## config.mk

```make
export PLATFORM = sky130hd
export DESIGN_NAME = fifo_stream_reader
export DESIGN_NICKNAME = d
export VERILOG_FILES = /design/src/rtl/fifo_pkg.sv /design/src/rtl/fifo_skid_buf.sv /design/src/rtl/fifo_stream_reader.sv
export SDC_FILE = /design/constraint.sdc
export NUM_CORES = 1
export LEC_CHECK = 0
export BUFFER_PORTS_ARGS = -buffer_cell sky130_fd_sc_hd__buf_2
export CORE_UTILIZATION = 56
export CTS_CLUSTER_SIZE = 8
export DETAILED_ROUTE_END_ITERATION = 7
export PLACE_DENSITY = 0.8
export SYNTH_ARGS = -nofsm -noshare
export SYNTH_HDL_FRONTEND = slang
export SYNTH_SLANG_ARGS = --single-unit
```

## constraint.sdc

```tcl
create_clock -name clk -period 3.26 [get_ports clk]
set_input_delay 0.326 -clock clk [delete_from_list [all_inputs] [get_ports clk]]
set_output_delay 0.326 -clock clk [all_outputs]
set_load 0.05 [all_outputs]
```

## src/rtl/fifo_pkg.sv

```systemverilog
// rtl/fifo_pkg.sv - shared types and helpers for the fifo stream reader
package fifo_pkg;

   localparam int DATA_W_DEF = 8;

   typedef enum logic [1:0] {
      IDLE  = 2'd0,
      RUN   = 2'd1,
      FLUSH = 2'd2
   } rd_state_e;

   // One output-buffer entry at the default data width: payload plus its burst-end tag
   typedef struct packed {
      logic [DATA_W_DEF-1:0] data;
      logic                  last;
   } buf_entry_t;

   // A word closes the burst when its index reaches len-1; len==0 means untagged stream
   function automatic logic burst_is_last(input logic [7:0] idx, input logic [7:0] len);
      return (len != 8'd0) && (idx == (len - 8'd1));
   endfunction

endpackage

```

## src/rtl/fifo_skid_buf.sv

```systemverilog
// rtl/fifo_skid_buf.sv - small in-order output buffer with push/pop and occupancy
module fifo_skid_buf #(
   parameter int WIDTH = 9,
   parameter int DEPTH = 2,
   localparam int OCC_W = $clog2(DEPTH + 1),
   localparam int PTR_W = (DEPTH > 1) ? $clog2(DEPTH) : 1
) (
   input  logic             clk,
   input  logic             rst,
   input  logic             push,
   input  logic [WIDTH-1:0] push_data,
   input  logic             pop,
   output logic [WIDTH-1:0] head,
   output logic [OCC_W-1:0] occ
);

   logic [WIDTH-1:0] mem [DEPTH];
   logic [PTR_W-1:0] rd_ptr;
   logic [PTR_W-1:0] wr_ptr;
   logic             do_push;
   logic             do_pop;

   // A full buffer still takes a push when the head leaves in the same cycle
   assign do_pop  = pop && (occ != '0);
   assign do_push = push && ((occ < OCC_W'(DEPTH)) || do_pop);
   assign head    = mem[rd_ptr];

   function automatic logic [PTR_W-1:0] next_ptr(input logic [PTR_W-1:0] p);
      return (p == PTR_W'(DEPTH - 1)) ? '0 : p + 1'b1;
   endfunction

   // Storage, pointers and occupancy; entries are zeroed on reset so head reads 0
   always_ff @(posedge clk) begin
      if (rst) begin
         rd_ptr <= '0;
         wr_ptr <= '0;
         occ    <= '0;
         for (int i = 0; i < DEPTH; i++) begin
            mem[i] <= '0;
         end
      end else begin
         if (do_push) begin
            mem[wr_ptr] <= push_data;
            wr_ptr      <= next_ptr(wr_ptr);
         end
         if (do_pop) begin
            rd_ptr <= next_ptr(rd_ptr);
         end
         if (do_push && !do_pop) begin
            occ <= occ + 1'b1;
         end else if (!do_push && do_pop) begin
            occ <= occ - 1'b1;
         end
      end
   end

endmodule

```

## src/rtl/fifo_stream_reader.sv

```systemverilog
// rtl/fifo_stream_reader.sv - fifo read master re-presenting words as a burst-tagged stream
module fifo_stream_reader
   import fifo_pkg::*;
#(
   parameter int DATA_W     = DATA_W_DEF,
   parameter int SKID_DEPTH = 2,
   parameter int CNT_W      = 16
) (
   input  logic              clk,
   input  logic              rst,
   input  logic              enable,
   input  logic [7:0]        cfg_burst_len,
   input  logic [DATA_W-1:0] fifo_data_out,
   input  logic              fifo_read_valid,
   input  logic              fifo_empty,
   output logic              fifo_read_en,
   output logic [DATA_W-1:0] m_data,
   output logic              m_valid,
   output logic              m_last,
   input  logic              m_ready,
   output logic              busy,
   output logic [CNT_W-1:0]  word_count,
   output logic              err_unexp
);

   localparam int OCC_W = $clog2(SKID_DEPTH + 1);
   localparam int ENT_W = DATA_W + 1;

   rd_state_e        state;
   logic             inflight;
   logic [7:0]       burst_len_q;
   logic [7:0]       burst_idx;
   logic [OCC_W-1:0] occ;
   logic [ENT_W-1:0] head;
   logic             pop;
   logic             push;
   logic             push_last;
   logic [OCC_W:0]   credit_used;

   assign pop       = m_valid & m_ready;
   assign push      = fifo_read_valid & inflight;
   assign push_last = burst_is_last(burst_idx, burst_len_q);

   assign m_valid = (occ != '0);
   assign m_data  = head[ENT_W-1:1];
   assign m_last  = head[0];

   // Slots already claimed after this cycle's pop, counting the read still in flight
   assign credit_used  = {1'b0, occ} - {{OCC_W{1'b0}}, pop} + {{OCC_W{1'b0}}, inflight};
   assign fifo_read_en = (state == RUN) && !fifo_empty &&
                         (credit_used < (OCC_W + 1)'(SKID_DEPTH));

   fifo_skid_buf #(
      .WIDTH (ENT_W),
      .DEPTH (SKID_DEPTH)
   ) u_skid (
      .clk       (clk),
      .rst       (rst),
      .push      (push),
      .push_data ({fifo_data_out, push_last}),
      .pop       (pop),
      .head      (head),
      .occ       (occ)
   );

   // Control FSM plus burst position tracking; burst length relatches only at a burst boundary
   always_ff @(posedge clk) begin
      if (rst) begin
         state       <= IDLE;
         busy        <= 1'b0;
         burst_len_q <= 8'd0;
         burst_idx   <= 8'd0;
      end else begin
         if (push) begin
            if (push_last) begin
               burst_idx   <= 8'd0;
               burst_len_q <= cfg_burst_len;
            end else if (burst_len_q == 8'd0) begin
               burst_idx <= 8'd0;
            end else begin
               burst_idx <= burst_idx + 8'd1;
            end
         end
         case (state)
            IDLE: begin
               if (enable) begin
                  state       <= RUN;
                  busy        <= 1'b1;
                  burst_len_q <= cfg_burst_len;
                  burst_idx   <= 8'd0;
               end
            end
            RUN: begin
               if (!enable) begin
                  state <= FLUSH;
               end
            end
            FLUSH: begin
               if (enable) begin
                  state <= RUN;
               end else if (!inflight && (occ == '0)) begin
                  state <= IDLE;
                  busy  <= 1'b0;
               end
            end
            default: begin
               state <= IDLE;
               busy  <= 1'b0;
            end
         endcase
      end
   end

   // Outstanding-read flag, sticky stray-data flag and delivered-word counter
   always_ff @(posedge clk) begin
      if (rst) begin
         inflight   <= 1'b0;
         err_unexp  <= 1'b0;
         word_count <= '0;
      end else begin
         if (fifo_read_en) begin
            inflight <= 1'b1;
         end else if (fifo_read_valid) begin
            inflight <= 1'b0;
         end
         if (fifo_read_valid && !inflight) begin
            err_unexp <= 1'b1;
         end
         if (pop) begin
            word_count <= word_count + CNT_W'(1);
         end
      end
   end

endmodule

```

==> flow_summary.ini, run 1 <==
[outcome]
status = finished clean

[grt]
grt_pass1_vias = 2075
global_route.overflow_total = 0
grt_pass1_wl_um = 9120
groute.usage.overall_pct = 21.9
number_of_antenna_violations_at_the_first_check_in_global_routing = 0
grt_start_max_net_pins = 49

[yosys]
synth_top_cell_by_area = dfxtp_1
synth-edff-count = 18
synth_area_um2 = 3020
syn_nets = 335
ys.flop_type = dfxtp_1
post_synth_num_cell_types = 47
synth-seq-area-share_pct = 45.7
syn-instance-count = 306
synth.ff_latch_count = 60
yosys.area.top_type_share_pct = 27.8
ys_async_sr_fraction_pct = 0
synthTopCellsByArea = dfxtp_1, edfxtp_1, xor2_1
mean_area_per_synthesized_cell_um2 = 9.87
yosys_warnings = 0

[critical_path]
critical_path.reg2reg.endpoint = inflight
worst_path_dominant_cell_family = adder cells
cp_slowest_stage_delay_ps = 380
cpMaxStageDelayCell = dfxtp_1
worstSetupEndpointType = output port
worstPathBufferInverterCount = 2
cp_cell_sequence = o21ai_2 > clkinv_2 > ha_1 > nand2b_1 > fa_1 > xor2_1 > nor4b_2 > buf_2
critPathRequiredTime_ps = 2930
cp-start-kind = register
crit_type = reg2out
rr_worst_depth = 9
critical_path.startpoint = u_skid.occ[1]
critPathArrivalTime_ps = 2740
crit-reg2reg-launch = u_skid.occ[1]
regToRegSetupSlack_ps = 950
critical_path_endpoint = fifo_read_en
crit_path_max_fanout = 6
path_depth = 8

[job]
drv.max_cap_violation_count = 0

[die]
initial_utilization_pct = 58.8
dieWidth_um = 75.5
std_cell_core_area_um2 = 5140
io_pins = 51
std_cell_rows = 26
area_of_the_die_um2 = 5690
die_height_um = 75.5

[pwr]
p_leak_nw = 1.48
ir_worst_vdd_v = 0.000554
power-per-cell-area_nw_per_um2 = 580
finalPower_mw = 2.04

[clock_tree]
tritoncts = built
cts.repair_timing.setup_buffer_count = 0
cts_buffers = 9
cts_htree_levels = 3
ctsRootBufferMaster = clkbuf_8
clkTransAtPathRegs_ps = 70
number_of_clock_sinks = 60
maximum_buffer_depth_of_the_clock_tree = 2
clock_latency_ps = 330

[finish]
insertedDiodeCount = 0
mostFrequentLayoutCells = buf_2, dfxtp_1, nor2_1, nand2_1
most_common_cell_after_layout_fill_and_taps_aside = buf_2
layout-drive-gt1-share_pct = 25.6
post_route_core_utilization_pct = 68.5
finalNonFillerCells = 437
nNetsFinal = 391
area_growth_syn_to_layout_pct = 16.6

[sta]
setup_repair_after_global_routing_missed_its_margin = no
timing.clock.skew_ps = 7.65
fmaxAchievable_ghz = 0.327
finalSetupViolations = 0
totalNegativeSetupSlack_ps = 0
final_min_period_over_clock_period_pct = 93.9
worst_hold_slack_ps = 215
worst_pin_slew_ps = 812
final_max_slew_viol_count = 0
hold_violations = 0
finalWorstPathRequiredPeriod_ps = 3060
timing.slew.headroom_pct = 45.8

[drt]
drt_first_pass_iters = 5
routed_wirelength_um = 5650
drt_iter0_markers = 107
route.detailed.vias_per_inst = 5.27
routedWlPerCell_um = 12.9
remaining_antenna_violation_count_after_routing = 0
num_vias = 2305
drcViolationCount = 0

[place]
placement.io_buffers = 50
routabilityCongestion = 0.808
post-dp-hpwl_um = 4100
place.detailed.instances = 421

[min_path]
worstHoldStart = enable
holdCritPathClass = in2reg
==> power breakdown <==
group / internal (mW) / leakage, nW / total (mW) / switching (mW)
clock network: 0.274 / 0.0763 / 0.578 / 0.304
logic: 0.201 / 0.873 / 0.576 / 0.375
registers: 0.823 / 0.527 / 0.890 / 0.0665
total: 1.30 / 1.48 / 2.04 / 0.745
==> worst reg2reg max path, cell delays in order (launching register included) <==
cell	delay, ps
dfxtp_1	380
o21ai_2	250
clkinv_2	170
ha_1	310
nand2b_1	160
fa_1	370
xor2_1	160
nor4b_2	290
nor2_1	80
nor2_1	80
==> metrics by stage <==
stage	setup WS (ps)	instance area [um^2]
after floorplan	105	3030
after global placement	419	3350
after detailed placement	336	3350
after CTS	48.2	3520
after global routing	61.2	3520
final	199	3520
==> registers in the layout, summed over array words and instances (netlist names), named ones only <==
| name | cells |
|---|---|
| burst_idx | 8 |
| burst_len_q | 8 |
| busy | 1 |
| err_unexp | 1 |
| inflight | 1 |
| state | 2 |
| u_skid.mem | 18 |
| u_skid.occ | 2 |
| u_skid.rd_ptr | 1 |
| u_skid.wr_ptr | 1 |
| word_count | 16 |
==> layer usage <==
| metal | vias up | wire length (um) | track usage (%) | share of wire (%) |
|---|---|---|---|---|
| met4 | 0 | 49 | 8.02 | 0.87 |
| met3 | 4 | 243 | 6.88 | 4.3 |
| met1 | 1080 | 2770 | 27.7 | 49 |
| met5 | - | 0 | 0 | 0 |
| met2 | 47 | 2590 | 35.4 | 46 |
| li1 | 1174 | - | - | - |
==> cells in the mapped netlist, types with 2 or more instances <==
cell,instances
edfxtp_1,18
mux2i_1,8
a21oi_1,12
nand2_1,20
and3_2,3
nand2b_1,18
inv_1,8
clkbuf_1,6
nand3_1,10
and2_1,16
nor4_4,2
or3_1,7
o21ai_0,5
nand4_1,3
a21o_1,5
ha_1,6
dfxtp_1,42
nor3_1,5
and2_2,2
a211oi_1,7
or4_1,2
and3_1,2
nor3b_1,3
xor2_1,18
xnor2_1,11
nor2_1,35
or2_2,4
mux2_2,9
==> final cells by class <==
type / instances / area (um^2)
Timing Repair Buffer: 51 / 258
Fill cell: 445 / 1620
Tap cell: 70 / 87.6
Clock inverter: 6 / 40.0
Multi-Input combinational cell: 231 / 1590
Sequential cell: 60 / 1380
Clock buffer: 10 / 128
Inverter: 9 / 35.0
==> worst min path at each step <==
stage,endpoint,cells past startpoint
3_5_place_dp,err_unexp,2
6_report,state[1],2
2_1_floorplan,state[1],1
3_3_place_gp,err_unexp,2
4_1_cts,state[1],2
5_1_grt,state[1],2
==> cells by family after synthesis <==
logic type,after synthesis,synth area share (%)
AOI/OAI and AO/OA,37,8.74
xor gates and xnor gates,29,8.41
adders and majority gates,7,3.15
buffers and inverters,15,1.86
DFF,60,45.7
muxes,17,6.00
and+or+nand+nor,141,26.1
==> timing repair <==
action                     CTS  global route
cloned                       0             0
hold buffers                 0             0
resized for setup            1             1
setup endpoints to repair    1             1
pin swaps                    0             0
No activity file was read; power rests on OpenSTA's default activity.
==> inputs of run 2 (changes only) <==
REMOVE_ABC_BUFFERS = 1   (was unset)
clock period = 3.4 ns   (was 3.26 ns; I/O delays follow)
==> run 2 against run 1 <==
Global-route usage grew 0.43 points. Combinational power shrank 4.2%. Total power shrank 5.9%. First-iteration DRC count shrank 26%. Critical endpoint unchanged.
==> flow_summary.ini, run 2 (synthesis gave the netlist of run 1 again) <==
[outcome]
status = finished clean

[critical_path]
crit_path_max_fanout = 6
worstSetupEndpointType = output port
critPathArrivalTime_ps = 2740
critPathRequiredTime_ps = 3060
crit_type = reg2out
cp-start-kind = register

[pwr]
finalPower_mw = 1.92
p_leak_nw = 1.48
power-per-cell-area_nw_per_um2 = 548
ir_worst_vdd_v = 0.000356

[sta]
finalWorstPathRequiredPeriod_ps = 3080
timing.slew.headroom_pct = 40.7
final_max_slew_viol_count = 0
worst_pin_slew_ps = 888
finalSetupViolations = 0
hold_violations = 0
timing.clock.skew_ps = 6.79
final_min_period_over_clock_period_pct = 90.5
fmaxAchievable_ghz = 0.325
setup_repair_after_global_routing_missed_its_margin = no

[die]
io_pins = 51
std_cell_core_area_um2 = 5140
initial_utilization_pct = 58.8
area_of_the_die_um2 = 5690
dieWidth_um = 75.5
std_cell_rows = 26
die_height_um = 75.5

[drt]
routedWlPerCell_um = 13.2
remaining_antenna_violation_count_after_routing = 0
drt_first_pass_iters = 4
num_vias = 2301
drcViolationCount = 0
route.detailed.vias_per_inst = 5.25
drt_iter0_markers = 79
routed_wirelength_um = 5790

[grt]
grt_start_max_net_pins = 49
grt_pass1_vias = 2163
groute.usage.overall_pct = 22.3
number_of_antenna_violations_at_the_first_check_in_global_routing = 0
grt_pass1_wl_um = 9470
global_route.overflow_total = 0

[job]
drv.max_cap_violation_count = 0

[finish]
largest_register_ffs = 18
layout-drive-gt1-share_pct = 24.5
largest_register = u_skid.mem
reg.largest.list = u_skid.mem (18), word_count (16)
post_route_core_utilization_pct = 68.3
nNetsFinal = 392
mostFrequentLayoutCells = buf_2, dfxtp_1, nor2_1, nand2_1
insertedDiodeCount = 0
most_common_cell_after_layout_fill_and_taps_aside = buf_2
area_growth_syn_to_layout_pct = 16.1

[clock_tree]
tritoncts = built
ctsRootBufferMaster = clkbuf_8
number_of_clock_sinks = 60
clock_latency_ps = 330
cts.repair_timing.setup_buffer_count = 0
cts_buffers = 9
clkTransAtPathRegs_ps = 60
maximum_buffer_depth_of_the_clock_tree = 2
cts_htree_levels = 3

[place]
routabilityCongestion = 0.829
placement.io_buffers = 50
post-dp-hpwl_um = 4110

[min_path]
holdCritPathClass = in2reg
==> run 2: power breakdown <==
part	internal (mW)	switching, mW	total, mW	leakage [nW]
Sequential	0.790	0.0657	0.856	0.527
Combinational	0.195	0.357	0.552	0.872
Clock	0.258	0.258	0.516	0.0792
Total	1.24	0.681	1.92	1.48
==> run 2: area by class of cell <==
class	count	area (um^2)
Clock buffer	12	135
Timing Repair Buffer	52	265
Fill cell	441	1630
Clock inverter	4	17.5
Tap cell	70	87.6
Inverter	9	33.8
Multi-Input combinational cell	231	1590
Sequential cell	60	1380
==> run 2: worst paths after layout <==
| path | startpoint | endpoint | slack (ps) | cells after the start |
|---|---|---|---|---|
| max | u_skid.occ[1] | fifo_read_en | 320 | 8 |
| min | enable | state[1] | 240 | 2 |
| max reg2reg | u_skid.occ[1] | inflight | 1090 | 9 |
| min reg2reg | err_unexp | err_unexp | 500 | 2 |
==> run 2: what timing repair did <==
action | CTS | global route
gates resized for setup | 0 | 1
endpoints found under the setup margin | 0 | 1
hold buffers | 0 | 0
==> run 2: per-stage QoR <==
stage / worst slack, ps / instances / setup TNS, ps / instance area [um^2] / hold WS, ps
floorplan: -488 / 300 / -946 / 3000 / 409
CTS: 167 / 438 / 0 / 3500 / 227
finish: 324 / 438 / 0 / 3510 / 242
global route: 85.7 / 438 / 0 / 3510 / 242
global placement: 638 / 422 / 0 / 3350 / 454
detailed placement: 532 / 422 / 0 / 3350 / 472
==> run 2: critical path: stages, from the launching register on <==
cell      delay (ps)
dfxtp_1          380
o21ai_2          250
clkinv_1         140
ha_1             280
nand2b_1         150
fa_1             370
xor2_1           150
nor4b_1          360
buf_2            330
==> run 2: metal layers <==
| metal | share of wire [%] | global-route usage [%] |
|---|---|---|
| met2 | 47 | 36.3 |
| met3 | 4.3 | 4.37 |
| met1 | 47 | 27.8 |
| met5 | 0 | 0 |
| met4 | 1.8 | 12.8 |
==> inputs of run 3 (changes only) <==
CELL_PAD_IN_SITES_DETAIL_PLACEMENT = 1   (was unset)
CELL_PAD_IN_SITES_GLOBAL_PLACEMENT = 2   (was unset)
CORE_UTILIZATION = 35   (was 56)
PLACE_DENSITY = unset   (was 0.8)
PLACE_DENSITY_LB_ADDON = 0.1   (was unset)
==> run 3 against run 2 <==
Clock-buffer cell count shrank 3. Clock skew up 1.2 ps. Largest power group unchanged. Total power up 11%.
==> flow_summary.ini, run 3 (synthesis gave the netlist of run 1 again) <==
[place]
place.detailed.instances = 460
placement.io_buffers = 50
place_area_um2 = 3420
placement.setup.worst_slack_ps = 653
routabilityCongestion = 0.719
post-dp-hpwl_um = 4770

[drt]
routedWlPerCell_um = 13.7
route.detailed.vias_per_inst = 4.88
drt_first_pass_iters = 4
num_vias = 2323
drcViolationCount = 0
drt_iter0_markers = 26
remaining_antenna_violation_count_after_routing = 0
routed_wirelength_um = 6520

[finish]
area_growth_syn_to_layout_pct = 20.5
insertedDiodeCount = 0
reg.largest.list = u_skid.mem (18), word_count (16)
post_route_core_utilization_pct = 43.9
mostFrequentLayoutCells = buf_2, dfxtp_1, nor2_1, nand2_1
nNetsFinal = 395
layout-drive-gt1-share_pct = 26.1
design_area_um2 = 3640
largest_register = u_skid.mem
finalNonFillerCells = 476
most_common_cell_after_layout_fill_and_taps_aside = buf_2
largest_register_ffs = 18

[die]
io_pins = 51
area_of_the_die_um2 = 9010
die_height_um = 94.9
std_cell_rows = 33
dieWidth_um = 94.9
std_cell_core_area_um2 = 8300
initial_utilization_pct = 36.4

[pwr]
power-per-cell-area_nw_per_um2 = 588
ir_worst_vdd_v = 0.000269
pwr-share-comb_pct = 26.4
power_switching_share_pct = 34.3
intPower_mw = 1.41
switchingPower_uw = 734
p_leak_nw = 1.52
seq_power_share_pct = 39.7
clock_power_share_pct = 33.8

[critical_path]
critical_path.reg2reg.endpoint = inflight
cp_cell_sequence = o21ai_1 > buf_4 > clkinv_1 > ha_1 > nand2b_1 > fa_1 > xor2_1 > nor4b_1 > buf_2
critical_path_endpoint = fifo_read_en
crit-reg2reg-launch = u_skid.occ[1]
crit_path_max_fanout = 6
rr_worst_depth = 10
critPathRequiredTime_ps = 3060
worstSetupEndpointType = output port
critical_path.startpoint = u_skid.occ[1]
regToRegSetupSlack_ps = 1090
cp_slowest_stage_delay_ps = 380
critPathArrivalTime_ps = 2750
cp-start-kind = register
cpMaxStageDelayCell = dfxtp_1
crit_type = reg2out

[min_path]
holdCritPathClass = in2reg
number_of_stages_on_the_worst_hold_path = 2

[grt]
global_route.overflow_total = 0
number_of_antenna_violations_at_the_first_check_in_global_routing = 0
groute.usage.overall_pct = 15.8
grt_start_max_net_pins = 27
grt_pass1_wl_um = 10800
grt_pass1_vias = 2283

[clock_tree]
clock_latency_ps = 340
maximum_buffer_depth_of_the_clock_tree = 2
tritoncts = built
number_of_clock_sinks = 60
post_cts_hold_buffer_count = 0
clkTransAtPathRegs_ps = 80
cts.repair_timing.setup_buffer_count = 0
cts_htree_levels = 3
ctsRootBufferMaster = clkbuf_8
ctsResizeCount = 0
cts_buffers = 9

[sta]
final_min_period_over_clock_period_pct = 90.7
timing.slew.headroom_pct = 50.0
final_critical_path_setup_slack_ps = 315
finalSetupViolations = 0
hold_violations = 0
worst_hold_slack_ps = 238
final_max_slew_viol_count = 0
setup_repair_after_global_routing_missed_its_margin = no
fmaxAchievable_ghz = 0.324
timing.clock.skew_ps = 8.03
finalWorstPathRequiredPeriod_ps = 3090
worst_pin_slew_ps = 744

[outcome]
status = finished clean

[job]
drv.max_cap_violation_count = 0
-- run 3: per-stage QoR --
step / setup TNS (ps) / power, mW
after floorplan: -946 / 1.29
after global placement: 0 / 1.43
after detailed placement: 0 / 1.44
after CTS: 0 / 2.17
after global routing: 0 / 2.26
final: 0 / 2.14
-- run 3: layer usage --
| layer | vias up | wire length (um) | global-route usage (%) |
|---|---|---|---|
| li1 | 1186 | - | - |
| met1 | 1083 | 3100 | 19.7 |
| met2 | 43 | 3030 | 26.1 |
| met3 | 11 | 274 | 3.95 |
| met4 | 0 | 104 | 6.44 |
| met5 | - | 0 | 0 |
-- run 3: worst max-delay path, delay by kind of cell (launching register included) --
family | cells | cell delay, ps
fa+ha+maj | 2 | 640
flops | 1 | 380
xor+xnor | 1 | 150
compound gates | 1 | 150
simple gates | 2 | 520
buf+inv | 3 | 560
-- run 3: worst min-delay path by stage --
stage                         start  slack, ps             to
after floorplan                 rst        410  u_skid.occ[1]
after global placement    err_unexp        450      err_unexp
after detailed placement  err_unexp        460      err_unexp
after CTS                    enable        220       state[1]
after global routing         enable        230       state[1]
final                        enable        240       state[1]
-- run 3: cell type report --
class	instances	area [um^2]
clock inverter	7	98.8
sequential	60	1380
tap	105	131
timing repair buffer	55	288
fill	974	4660
clock buffer	9	124
inverter	9	33.8
multi-input combinational	231	1580
-- run 3: power by group through the flow --
stage                     clock network, mW  logic [mW]  registers (mW)
after floorplan                           0       0.407           0.882
after global placement                    0       0.563           0.867
after detailed placement                  0       0.572           0.870
after CTS                             0.740       0.576           0.853
after global routing                  0.772       0.624           0.862
final                                 0.724       0.566           0.851
